## src/rtl/noc_sched_pkg.sv

```systemverilog
// Shared types and helpers for the NoC output-port scheduler.
//   sched_state_e : scheduler FSM encoding (IDLE = no owner, LOCKED = packet owns port)
//   idx_width()   : width of an encoded index into n requesters (at least 1 bit)
package noc_sched_pkg;

  typedef enum logic {
    IDLE   = 1'b0,
    LOCKED = 1'b1
  } sched_state_e;

  function automatic int idx_width(input int n);
    return (n > 1) ? $clog2(n) : 1;
  endfunction

endpackage

```

## src/rtl/noc_output_scheduler_rr_arbiter.sv

```systemverilog
// Pure combinational rotating-priority picker.
//   req : request vector
//   ptr : index holding highest priority; search runs upward from ptr with wrap
//   gnt : one-hot grant of the winner (zero when no request)
//   idx : encoded winner index (zero when no request)
//   any : at least one request present
module rr_arbiter
  import noc_sched_pkg::*;
#(
  parameter  int N = 5,
  localparam int W = idx_width(N)
) (
  input  logic [N-1:0] req,
  input  logic [W-1:0] ptr,
  output logic [N-1:0] gnt,
  output logic [W-1:0] idx,
  output logic         any
);

  int j;

  // Walk offsets from farthest to nearest so the requester closest to ptr
  // is the last one written and therefore wins.
  always_comb begin
    gnt = '0;
    idx = '0;
    any = 1'b0;
    j   = 0;
    for (int off = N - 1; off >= 0; off--) begin
      j = int'(ptr) + off;
      if (j >= N) j = j - N;
      if (req[j]) begin
        gnt    = '0;
        gnt[j] = 1'b1;
        idx    = W'(j);
        any    = 1'b1;
      end
    end
  end

endmodule

```

## src/rtl/noc_output_scheduler.sv

```systemverilog
// Per-output-port scheduler: round-robin arbitration with wormhole locking
// and credit-based flow control towards the downstream flit buffer.
//   clk, rst_n    : clk_noc clock, asynchronous active-low reset
//   req           : input i holds a flit routed to this output
//   is_tail       : flit at input i is a packet tail
//   disable_turn  : input i may not use this output
//   credit_in     : downstream freed one buffer slot
//   grant         : one-hot, combinational; input i's flit is sent this cycle
//   send_out      : a flit is sent this cycle
//   sel           : crossbar mux select (granted input, else owner, else 0)
//   locked        : a packet currently owns the output
//   credits       : current credit count
//   credit_err    : sticky credit overflow flag
//   dbg_state     : FSM state, for observation
//   dbg_ptr       : round-robin pointer, for observation
//
// Handshake: a flit moves when grant[i] is high in a cycle; the input side
// treats grant as its ready and must present the next flit (or drop req) by
// the following cycle. There is no back-pressure on send_out other than credits.
module noc_output_scheduler
  import noc_sched_pkg::*;
#(
  parameter  int NUM_INPUTS        = 5,
  parameter  int FLIT_BUFFER_DEPTH = 1,
  parameter  int CREDIT_WIDTH      = $clog2(FLIT_BUFFER_DEPTH + 1),
  localparam int IDX_W             = idx_width(NUM_INPUTS)
) (
  input  logic                    clk,
  input  logic                    rst_n,
  input  logic [NUM_INPUTS-1:0]   req,
  input  logic [NUM_INPUTS-1:0]   is_tail,
  input  logic [NUM_INPUTS-1:0]   disable_turn,
  input  logic                    credit_in,
  output logic [NUM_INPUTS-1:0]   grant,
  output logic                    send_out,
  output logic [IDX_W-1:0]        sel,
  output logic                    locked,
  output logic [CREDIT_WIDTH-1:0] credits,
  output logic                    credit_err,
  output sched_state_e            dbg_state,
  output logic [IDX_W-1:0]        dbg_ptr
);

  localparam logic [CREDIT_WIDTH-1:0] CREDIT_MAX = CREDIT_WIDTH'(FLIT_BUFFER_DEPTH);
  localparam logic [IDX_W-1:0]        LAST_IDX   = IDX_W'(NUM_INPUTS - 1);

  sched_state_e            state_q, state_d;
  logic [IDX_W-1:0]        owner_q, owner_d;
  logic [IDX_W-1:0]        ptr_q, ptr_d;
  logic [CREDIT_WIDTH-1:0] credits_q;
  logic                    credit_err_q;

  logic [NUM_INPUTS-1:0]   eff_req;
  logic [NUM_INPUTS-1:0]   grant_c;
  logic [NUM_INPUTS-1:0]   arb_gnt;
  logic [IDX_W-1:0]        arb_idx;
  logic                    arb_any;
  logic                    credit_ok;
  logic [IDX_W-1:0]        sel_c;

  function automatic logic [IDX_W-1:0] next_idx(input logic [IDX_W-1:0] i);
    return (i == LAST_IDX) ? '0 : i + 1'b1;
  endfunction

  assign eff_req   = req & ~disable_turn;
  assign credit_ok = (credits_q != '0);

  rr_arbiter #(.N(NUM_INPUTS)) u_arb (
    .req (eff_req),
    .ptr (ptr_q),
    .gnt (arb_gnt),
    .idx (arb_idx),
    .any (arb_any)
  );

  always_comb begin
    state_d = state_q;
    owner_d = owner_q;
    ptr_d   = ptr_q;
    grant_c = '0;
    sel_c   = '0;
    unique case (state_q)
      IDLE: begin
        if (credit_ok && arb_any) begin
          grant_c = arb_gnt;
          sel_c   = arb_idx;
          if (is_tail[arb_idx]) begin
            ptr_d = next_idx(arb_idx);
          end else begin
            state_d = LOCKED;
            owner_d = arb_idx;
          end
        end
      end
      LOCKED: begin
        // Only the owner may send; a missing owner flit is a bubble and the
        // lock holds (this also covers a disable_turn raised mid-packet).
        sel_c = owner_q;
        if (credit_ok && eff_req[owner_q]) begin
          grant_c[owner_q] = 1'b1;
          if (is_tail[owner_q]) begin
            state_d = IDLE;
            ptr_d   = next_idx(owner_q);
          end
        end
      end
      default: state_d = IDLE;
    endcase
  end

  // No flit leaves while reset is held, even though state is already at IDLE.
  assign grant    = rst_n ? grant_c : '0;
  assign send_out = |grant;
  assign sel      = send_out ? sel_c : ((state_q == LOCKED) ? owner_q : '0);

  always_ff @(posedge clk or negedge rst_n) begin
    if (!rst_n) begin
      state_q <= IDLE;
      owner_q <= '0;
      ptr_q   <= '0;
    end else begin
      state_q <= state_d;
      owner_q <= owner_d;
      ptr_q   <= ptr_d;
    end
  end

  always_ff @(posedge clk or negedge rst_n) begin
    if (!rst_n) begin
      credits_q    <= CREDIT_MAX;
      credit_err_q <= 1'b0;
    end else begin
      if (send_out && !credit_in) begin
        credits_q <= credits_q - 1'b1;
      end else if (credit_in && !send_out) begin
        if (credits_q == CREDIT_MAX) begin
          credit_err_q <= 1'b1;
        end else begin
          credits_q <= credits_q + 1'b1;
        end
      end
    end
  end

  assign locked     = (state_q == LOCKED);
  assign credits    = credits_q;
  assign credit_err = credit_err_q;
  assign dbg_state  = state_q;
  assign dbg_ptr    = ptr_q;

endmodule

```

## config.mk

```make
export PLATFORM = sky130hd
export DESIGN_NAME = noc_output_scheduler
export DESIGN_NICKNAME = d
export VERILOG_FILES = /design/src/rtl/noc_sched_pkg.sv /design/src/rtl/noc_output_scheduler_rr_arbiter.sv /design/src/rtl/noc_output_scheduler.sv
export SDC_FILE = /design/constraint.sdc
export NUM_CORES = 1
export LEC_CHECK = 0
export ABC_CLOCK_PERIOD_IN_PS = 6320
export CELL_PAD_IN_SITES_DETAIL_PLACEMENT = 1
export CELL_PAD_IN_SITES_GLOBAL_PLACEMENT = 1
export CORE_UTILIZATION = 42
export DETAILED_ROUTE_END_ITERATION = 10
export PLACE_DENSITY = 0.89
export SETUP_SLACK_MARGIN = 0.4
export SYNTH_ARGS = -nofsm -noshare
export SYNTH_HDL_FRONTEND = slang
export SYNTH_SLANG_ARGS = --single-unit
export TNS_END_PERCENT = 50
```

## constraint.sdc

```tcl
create_clock -name clk -period 6.32 [get_ports clk]
set_clock_uncertainty 0.2 [all_clocks]
set_input_delay 0.632 -clock clk [delete_from_list [all_inputs] [get_ports clk]]
set_output_delay 0.632 -clock clk [all_outputs]
set_load 0.01 [all_outputs]
```

==> flow_summary.toml, run 1 <==
[die]
pin_count = 34
die_w_um = 84.1
core_area_mm2 = 0.00642
die_h_um = 84.1
rows = 29
die_area_mm2 = 0.00708
start_util = 0.441

[global_routing]
grt_pass1_vias = 3249
antenna_found_initial = 0
grt_max_degree = 33
grt-ovfl-total = 0
grt_first_pass_wirelength_mm = 17.3
grt_usage = 0.311

[synthesis]
synth_top_family_by_area = "compound AO/OA/AOI/OAI gates"
synth_fp_nets = 423
synthesis.area_mm2 = 0.00283
yosys.area_share.simple = 0.281
muxShareOfSynthArea = 0.0649
synth-seq-cells = 9
synth_top_area_cell = "ha_1"
ys_warn_count = 0
synthTopCellsByArea = "ha_1, dfrtp_1, a21oi_1"
synth_adder_area_share = 0.122
ys_types = 91
synth_xor_area_frac = 0.0186
synth.avg_cell_area_um2 = 7.49
synth.top_cell.area_share = 0.115
ys_seq_area_frac = 0.0799
synth_top_flop_cell = "dfrtp_1"
synth_edf_count = 0
synth-compound-area-share = 0.368
async_reset_ff_frac = 1.00
syn_inst = 378

[routing]
wl_mm = 10.9
drt_iter0_markers = 224
route.detailed.drc = 2
ant_nets = 0
firstDrtPassIters = 7
wire_per_inst_um = 22.8
via_count = 3206
viasPerCell = 6.71

[layout]
final-seq-area_um2 = 226
final_cell_mix = "clkdlybuf4s50_1, nor2_1, nand2_1, a21oi_1, ha_1"
drive_gt1_frac = 0.122
nFillCells = 821
antennaDiodeCount = 0
fin_util = 0.509
area_growth_pct = 15.5
multi_input_area_mm2 = 0.00245
final_common_cell = "clkdlybuf4s50_1"
nets = 447

[run_status]
violations = "DRC"
status = "finished, violations left"

[cts]
root_buffer = "clkbuf_8"
cts.path.max_buffers = 2
cts_buffers = 3
clk_latency_ns = 0.24
htree_levels = 1
cts_setup_buffers = 0
clkTransAtPathRegs_ns = 0.04
cts_tree = "built"
clkSinkCount = 9

[sta]
hold_violations = 0
period_needed_ns = 5.73
setup_slack_ns = 0.595
tightestPinTransition_ns = 0.718
fmax_mhz = 175
finalMaxSlewViolations = 0
setup_tns_ns = 0
finalSetupViolCount = 0
maxSlewHeadroom = 0.518
period_share = 0.906
rsz0062_at_grt = "no"

[setup_path]
cp_max_fo = 21
crit_required_ns = 5.49
worstPathArrival_ns = 4.89
path_class = "flip-flop to output port"
start_kind = "flip-flop"
cp-end-kind = "output port"

[placed_design]
pre_cts_ws_ns = 0.731
place.detailed.hpwl_mm = 8.74
place_congestion = 1.03
io_buffers = 33

[worst_hold_path]
hold_class = "flip-flop to flip-flop"

[run]
drv_cap = 0
## cells by family after synthesis
family                     Yosys count
and+or+nand+nor                    149
AOI/OAI and AO/OA                  133
buffers and inverters               39
adders and majority gates           27
muxes                               15
DFF                                  9
xor gates and xnor gates             6
## routing by layer
metal | up-vias | global-route usage | wire (um) | share of wire
met4 | 0 | 0.155 | 414 | 0.038
met5 | - | 0 | 0 | 0
met2 | 97 | 0.535 | 5170 | 0.47
met1 | 1593 | 0.385 | 4680 | 0.43
li1 | 1489 | - | - | -
met3 | 27 | 0.0346 | 618 | 0.057
## stage by stage
step | cell area, um^2 | hold slack, ns | instances
6_report | 3270 | 0.261 | 478
5_1_grt | 3270 | 0.293 | 478
4_1_cts | 3240 | 0.265 | 478
3_5_place_dp | 3200 | 0.255 | 474
3_3_place_gp | 3200 | 0.253 | 474
2_1_floorplan | 2830 | 0.136 | 378
## cells in the mapped netlist, types with 3 or more instances
cell      number
nor2_1        29
nand2_1       28
ha_1          26
a21oi_1       24
o21ai_0       20
inv_1         16
nor2b_1       14
nand2b_1      13
nor3_1        12
nand3_1       10
clkbuf_1       9
mux2i_1        9
dfrtp_1        8
or3_1          8
a32oi_1        6
buf_2          6
o211ai_1       6
o21ai_1        6
a31oi_1        5
nand4_1        5
nor4_1         5
xnor2_1        5
a211oi_1       4
a21o_1         4
buf_4          4
o21a_1         4
o22ai_1        4
a211o_1        3
a221oi_1       3
a22o_1         3
and2_1         3
and3_1         3
nand3b_1       3
or2_2          3
## final timing paths
kind / startpoint / end / slack [ns] / cells past startpoint
worst min-delay path: credit_err / credit_err / 0.26 / 1
worst min register to register: credit_err / credit_err / 0.26 / 1
max in group asynchronous: rst_n / dbg_ptr[0] / 4.94 / 1
min in group asynchronous: rst_n / owner_q[1] / 0.58 / 1
worst max register to register: dbg_ptr[0] / credits / 1.39 / 16
worst max-delay path: dbg_ptr[0] / sel[1] / 0.59 / 17
## sequential cells by signal, summed over array words and instances, names as in the netlist
register	cells
credits	1
credit_err	1
owner_q	3
dbg_ptr	3
dbg_state	1
## critical path: stages, from the launching register on
cell,delay [ns]
dfrtp_1,0.34
inv_1,0.07
buf_4,0.22
ha_1,0.24
fa_1,0.44
a21bo_2,0.31
and3_1,0.18
a21oi_1,0.07
or3_1,0.44
and2_2,0.28
o311a_1,0.45
nand2_1,0.15
and3b_1,0.21
nand2b_1,0.15
or3_1,0.44
inv_2,0.09
o32ai_1,0.07
clkdlybuf4s50_1,0.49
## layout make-up
type / instances / share of cell area
multi-input cells: 330 / 0.750
flip-flops and latches: 9 / 0.0692
well taps: 77 / 0.0294
repair buffers: 40 / 0.117
inverters: 18 / 0.0207
clock buffers: 4 / 0.0138
## what timing repair did
action                     in CTS  in global routing
hold buffers                    0                  0
setup endpoints to repair       0                  1
resized for setup               0                  7
Power of run 1 is not shown: default switching activity piles up to over one toggle a cycle in this logic, so the estimate is an artifact.
==> run 2: changes to the inputs <==
--- a/config.mk
+++ b/config.mk
@@ -8,6 +8,7 @@
 export ABC_CLOCK_PERIOD_IN_PS = 6320
 export CELL_PAD_IN_SITES_DETAIL_PLACEMENT = 1
 export CELL_PAD_IN_SITES_GLOBAL_PLACEMENT = 1
+export CORE_ASPECT_RATIO = 0.5
 export CORE_UTILIZATION = 42
 export DETAILED_ROUTE_END_ITERATION = 10
 export PLACE_DENSITY = 0.89
==> run 2 against run 1 <==
The run now ends clean. Critical path type unchanged. Count of clock-buffer cells in the layout decreased by 1. Setup slack better by 0.0088 ns. Flip-flop and latch count did not move.
==> flow_summary.toml, run 2 (same netlist as run 1, synthesis figures left out) <==
[layout]
antennaDiodeCount = 0
multi_input_area_mm2 = 0.00249
nets = 455
final_common_cell = "clkdlybuf4s50_1"
area_growth_pct = 21.1
fin_util = 0.546
final-seq-area_um2 = 228
drive_gt1_frac = 0.161
final_cell_mix = "clkdlybuf4s50_1, nor2_1, nand2_1, a21oi_1, ha_1"
nFillCells = 778

[cts]
clkSinkCount = 9
cts_tree = "built"
clkTransAtPathRegs_ns = 0.05
htree_levels = 1
clk_latency_ns = 0.24
cts.path.max_buffers = 2
root_buffer = "clkbuf_16"
cts_buffers = 3
cts_hold_buffers = 0

[sta]
finalSetupViolCount = 0
period_share = 0.905
fmax_mhz = 175
setup_tns_ns = 0
maxSlewHeadroom = 0.489
tightestPinTransition_ns = 0.765
rsz0062_at_grt = "no"
finalMaxSlewViolations = 0
hold_violations = 0
period_needed_ns = 5.72

[worst_hold_path]
hold_end = "credit_err"
holdPathStages = 1
hold_class = "flip-flop to flip-flop"
min_from = "credit_err"

[setup_path]
ff2ff_path_depth = 15
rrSetupSlack_ns = 1.46
start_kind = "flip-flop"
cp_max_fo = 9
rr_startpoint = "dbg_ptr[2]"
crit_required_ns = 5.49
cp-end-kind = "output port"
path_class = "flip-flop to output port"
r2r_end = "credits"
worstPathArrival_ns = 4.88

[placed_design]
place.detailed.hpwl_mm = 9.29
place_congestion = 1.08
io_buffers = 33

[die]
die_w_um = 118
start_util = 0.451
rows = 20
die_area_mm2 = 0.00710
pin_count = 34
core_area_mm2 = 0.00628
die_h_um = 60.1

[global_routing]
use_met1 = 0.474
antenna_found_initial = 0
grt_first_pass_wirelength_mm = 18.6
grt_pass1_vias = 3298
grt_usage = 0.349
grt.busiest_layer = "met2"
grt_max_degree = 32
use_met3 = 0.0945
met2_usage = 0.552
grt-ovfl-total = 0

[routing]
via_count = 3328
wl_mm = 12.3
drt_iter0_markers = 406
route.detailed.drc = 0
wire_per_inst_um = 24.6
ant_nets = 0
viasPerCell = 6.70
firstDrtPassIters = 5

[run_status]
status = "complete, no violations"

[run]
drv_cap = 0
[run 2: area by class of cell]
type / instances / share of cell area
Multi-Input combinational cell: 330 / 0.727
Timing Repair Buffer: 48 / 0.130
Sequential cell: 9 / 0.0664
Clock inverter: 1 / 0.00146
Inverter: 18 / 0.0208
Clock buffer: 3 / 0.0219
Tap cell: 88 / 0.0321
[run 2: timing repair]
action / in CTS / in global routing
setup buffers: 0 / 6
endpoints found under the setup margin: 0 / 2
resized for setup: 0 / 18
[run 2: through the flow]
stage / instance area, um^2 / hold slack (ns) / std cells / worst slack, ns
2_1_floorplan: 2830 / 0.136 / 378 / 1.23
3_3_place_gp: 3220 / 0.257 / 487 / 0.763
3_5_place_dp: 3220 / 0.315 / 487 / 0.742
4_1_cts: 3300 / 0.330 / 491 / 0.446
5_1_grt: 3430 / 0.337 / 497 / 0.365
6_report: 3430 / 0.322 / 497 / 0.603
[run 2: worst max-delay path: stages, from the launching register on]
cell	delay (ns)
dfrtp_2	0.50
clkinvlp_4	0.28
ha_2	0.43
a2111oi_4	0.54
nor3_1	0.15
a2111oi_4	0.35
a31o_1	0.24
nand3_1	0.16
or3_1	0.42
a221oi_2	0.34
nand4b_1	0.17
or3_1	0.20
inv_2	0.06
o32ai_1	0.22
clkdlybuf4s50_1	0.58
[run 2: worst max-delay path by stage]
stage | from | end | slack, ns | cells after the start
final | dbg_ptr[2] | sel[1] | 0.60 | 14
after global routing | dbg_ptr[0] | sel[1] | 0.36 | 16
after CTS | dbg_ptr[2] | sel[1] | 0.45 | 15
after detailed placement | dbg_ptr[2] | sel[1] | 0.74 | 15
after global placement | req[4] | sel[1] | 0.76 | 14
after floorplan | dbg_ptr[1] | sel[1] | 1.23 | 17
[run 2: routing by layer]
metal / up-vias / part of all wire
met1: 1602 / 0.45
met2: 202 / 0.42
met4: 0 / 0.019
li1: 1496 / -
met5: - / 0
met3: 28 / 0.11
Power of run 2 is left out for the same reason.
==> run 3: changes to the inputs <==
--- a/config.mk
+++ b/config.mk
@@ -12,7 +12,7 @@
 export CORE_UTILIZATION = 42
 export DETAILED_ROUTE_END_ITERATION = 10
 export PLACE_DENSITY = 0.89
-export SETUP_SLACK_MARGIN = 0.4
+export SETUP_SLACK_MARGIN = 0.3
 export SYNTH_ARGS = -nofsm -noshare
 export SYNTH_HDL_FRONTEND = slang
 export SYNTH_SLANG_ARGS = --single-unit
==> run 3 against run 2 <==
Utilization down 0.70 points. Register-to-register slack worse by 0.15 ns. Design area down 1.3%. Global-route usage unchanged. Via count up 2.3%. Sequential share of layout area about the same. Highest routed layer unchanged.
==> flow_summary.toml, run 3 (same netlist as run 1, synthesis figures left out) <==
[run_status]
status = "complete, no violations"

[setup_path]
start_kind = "flip-flop"
worstPathArrival_ns = 4.99
crit_required_ns = 5.49
ff2ff_path_depth = 14
cp-end-kind = "output port"
rrSetupSlack_ns = 1.31
cp_max_fo = 9
path_class = "flip-flop to output port"
rr_startpoint = "dbg_ptr[2]"
r2r_end = "credits"
crit_start = "dbg_ptr[2]"

[cts]
root_buffer = "clkbuf_16"
cts.path.max_buffers = 2
htree_levels = 1
cts_tree = "built"
clk_latency_ns = 0.24
clkTransAtPathRegs_ns = 0.05
cts_buffers = 3
clkSinkCount = 9
cts_hold_buffers = 0

[layout]
drive_gt1_frac = 0.150
final_common_cell = "clkdlybuf4s50_1"
final_cell_mix = "clkdlybuf4s50_1, nor2_1, nand2_1, a21oi_1, ha_1"
nFillCells = 784
area_growth_pct = 19.5
antennaDiodeCount = 0
nets = 453

[global_routing]
grt-ovfl-total = 0
antenna_found_initial = 0
grt_first_pass_wirelength_mm = 18.6
grt_max_degree = 32
grt_usage = 0.349
grt_pass1_vias = 3298

[routing]
drt_iter0_markers = 410
via_count = 3404
route.detailed.drc = 0
wl_mm = 12.0
viasPerCell = 6.88
wire_per_inst_um = 24.3
firstDrtPassIters = 5
ant_nets = 0

[die]
rows = 20
core_area_mm2 = 0.00628
die_area_mm2 = 0.00710
pin_count = 34
die_w_um = 118
die_h_um = 60.1
start_util = 0.451

[placed_design]
place.detailed.hpwl_mm = 9.29
io_buffers = 33
place_congestion = 1.08

[worst_hold_path]
min_from = "credit_err"
hold_class = "flip-flop to flip-flop"
holdPathStages = 1
hold_end = "credit_err"

[sta]
period_share = 0.922
period_needed_ns = 5.83
setup_tns_ns = 0
finalSetupViolCount = 0
fmax_mhz = 172
finalMaxSlewViolations = 0
hold_violations = 0
maxSlewHeadroom = 0.486
tightestPinTransition_ns = 0.770
rsz0062_at_grt = "no"

[run]
drv_cap = 0
-- run 3: worst max-delay path: stages, from the launching register on --
cell and delay (ns):
dfrtp_1 0.58, clkinvlp_4 0.33, ha_2 0.43, nand2b_1 0.12
o22ai_2 0.13, or2_4 0.31, a2111oi_4 0.47, a31o_1 0.23
nand3_1 0.16, or3_1 0.42, a221oi_2 0.34, nand4b_1 0.17
or3_1 0.19, inv_2 0.06, o32ai_1 0.22, clkdlybuf4s50_1 0.58
-- run 3: how the worst max path moves through the flow --
stage / endpoint / slack (ns) / depth (start not counted)
floorplan: sel[1] / 1.23 / 17
global placement: sel[1] / 0.76 / 14
detailed placement: sel[1] / 0.74 / 15
CTS: sel[1] / 0.45 / 15
global route: sel[1] / 0.23 / 15
finish: sel[1] / 0.49 / 15
-- run 3: final cells by class --
type	instances	area, um^2	share of cell area
Tap cell	88	110	0.0325
Sequential cell	9	226	0.0669
Inverter	18	71.3	0.0211
Clock buffer	3	75.1	0.0222
Clock inverter	1	5.00	0.00148
Multi-Input combinational cell	330	2470	0.729
Timing Repair Buffer	46	428	0.126
-- run 3: what timing repair did --
| item | 4_1_cts | 5_1_grt |
|---|---|---|
| gates resized for setup | 0 | 12 |
| buffers inserted | 0 | 4 |
| endpoints found under the setup margin | 0 | 1 |
-- run 3: per-layer routing --
metal  up-vias  global-route usage  wire [um]
li1       1491                   -          -
met1      1635               0.474       5340
met2       239               0.552       4960
met3        39              0.0945       1440
met4         0              0.0861        295
met5         -                   0          0
-- run 3: stage by stage --
step / hold slack [ns] / setup slack, ns / cells / utilization / instance area [um^2]
after CTS: 0.330 / 0.446 / 491 / 0.526 / 3300
after detailed placement: 0.315 / 0.742 / 487 / 0.513 / 3220
after global placement: 0.257 / 0.763 / 487 / 0.513 / 3220
after global routing: 0.337 / 0.232 / 495 / 0.539 / 3390
after floorplan: 0.136 / 1.23 / 378 / - / 2830
final: 0.322 / 0.493 / 495 / 0.539 / 3390
Power of run 3 is left out for the same reason.
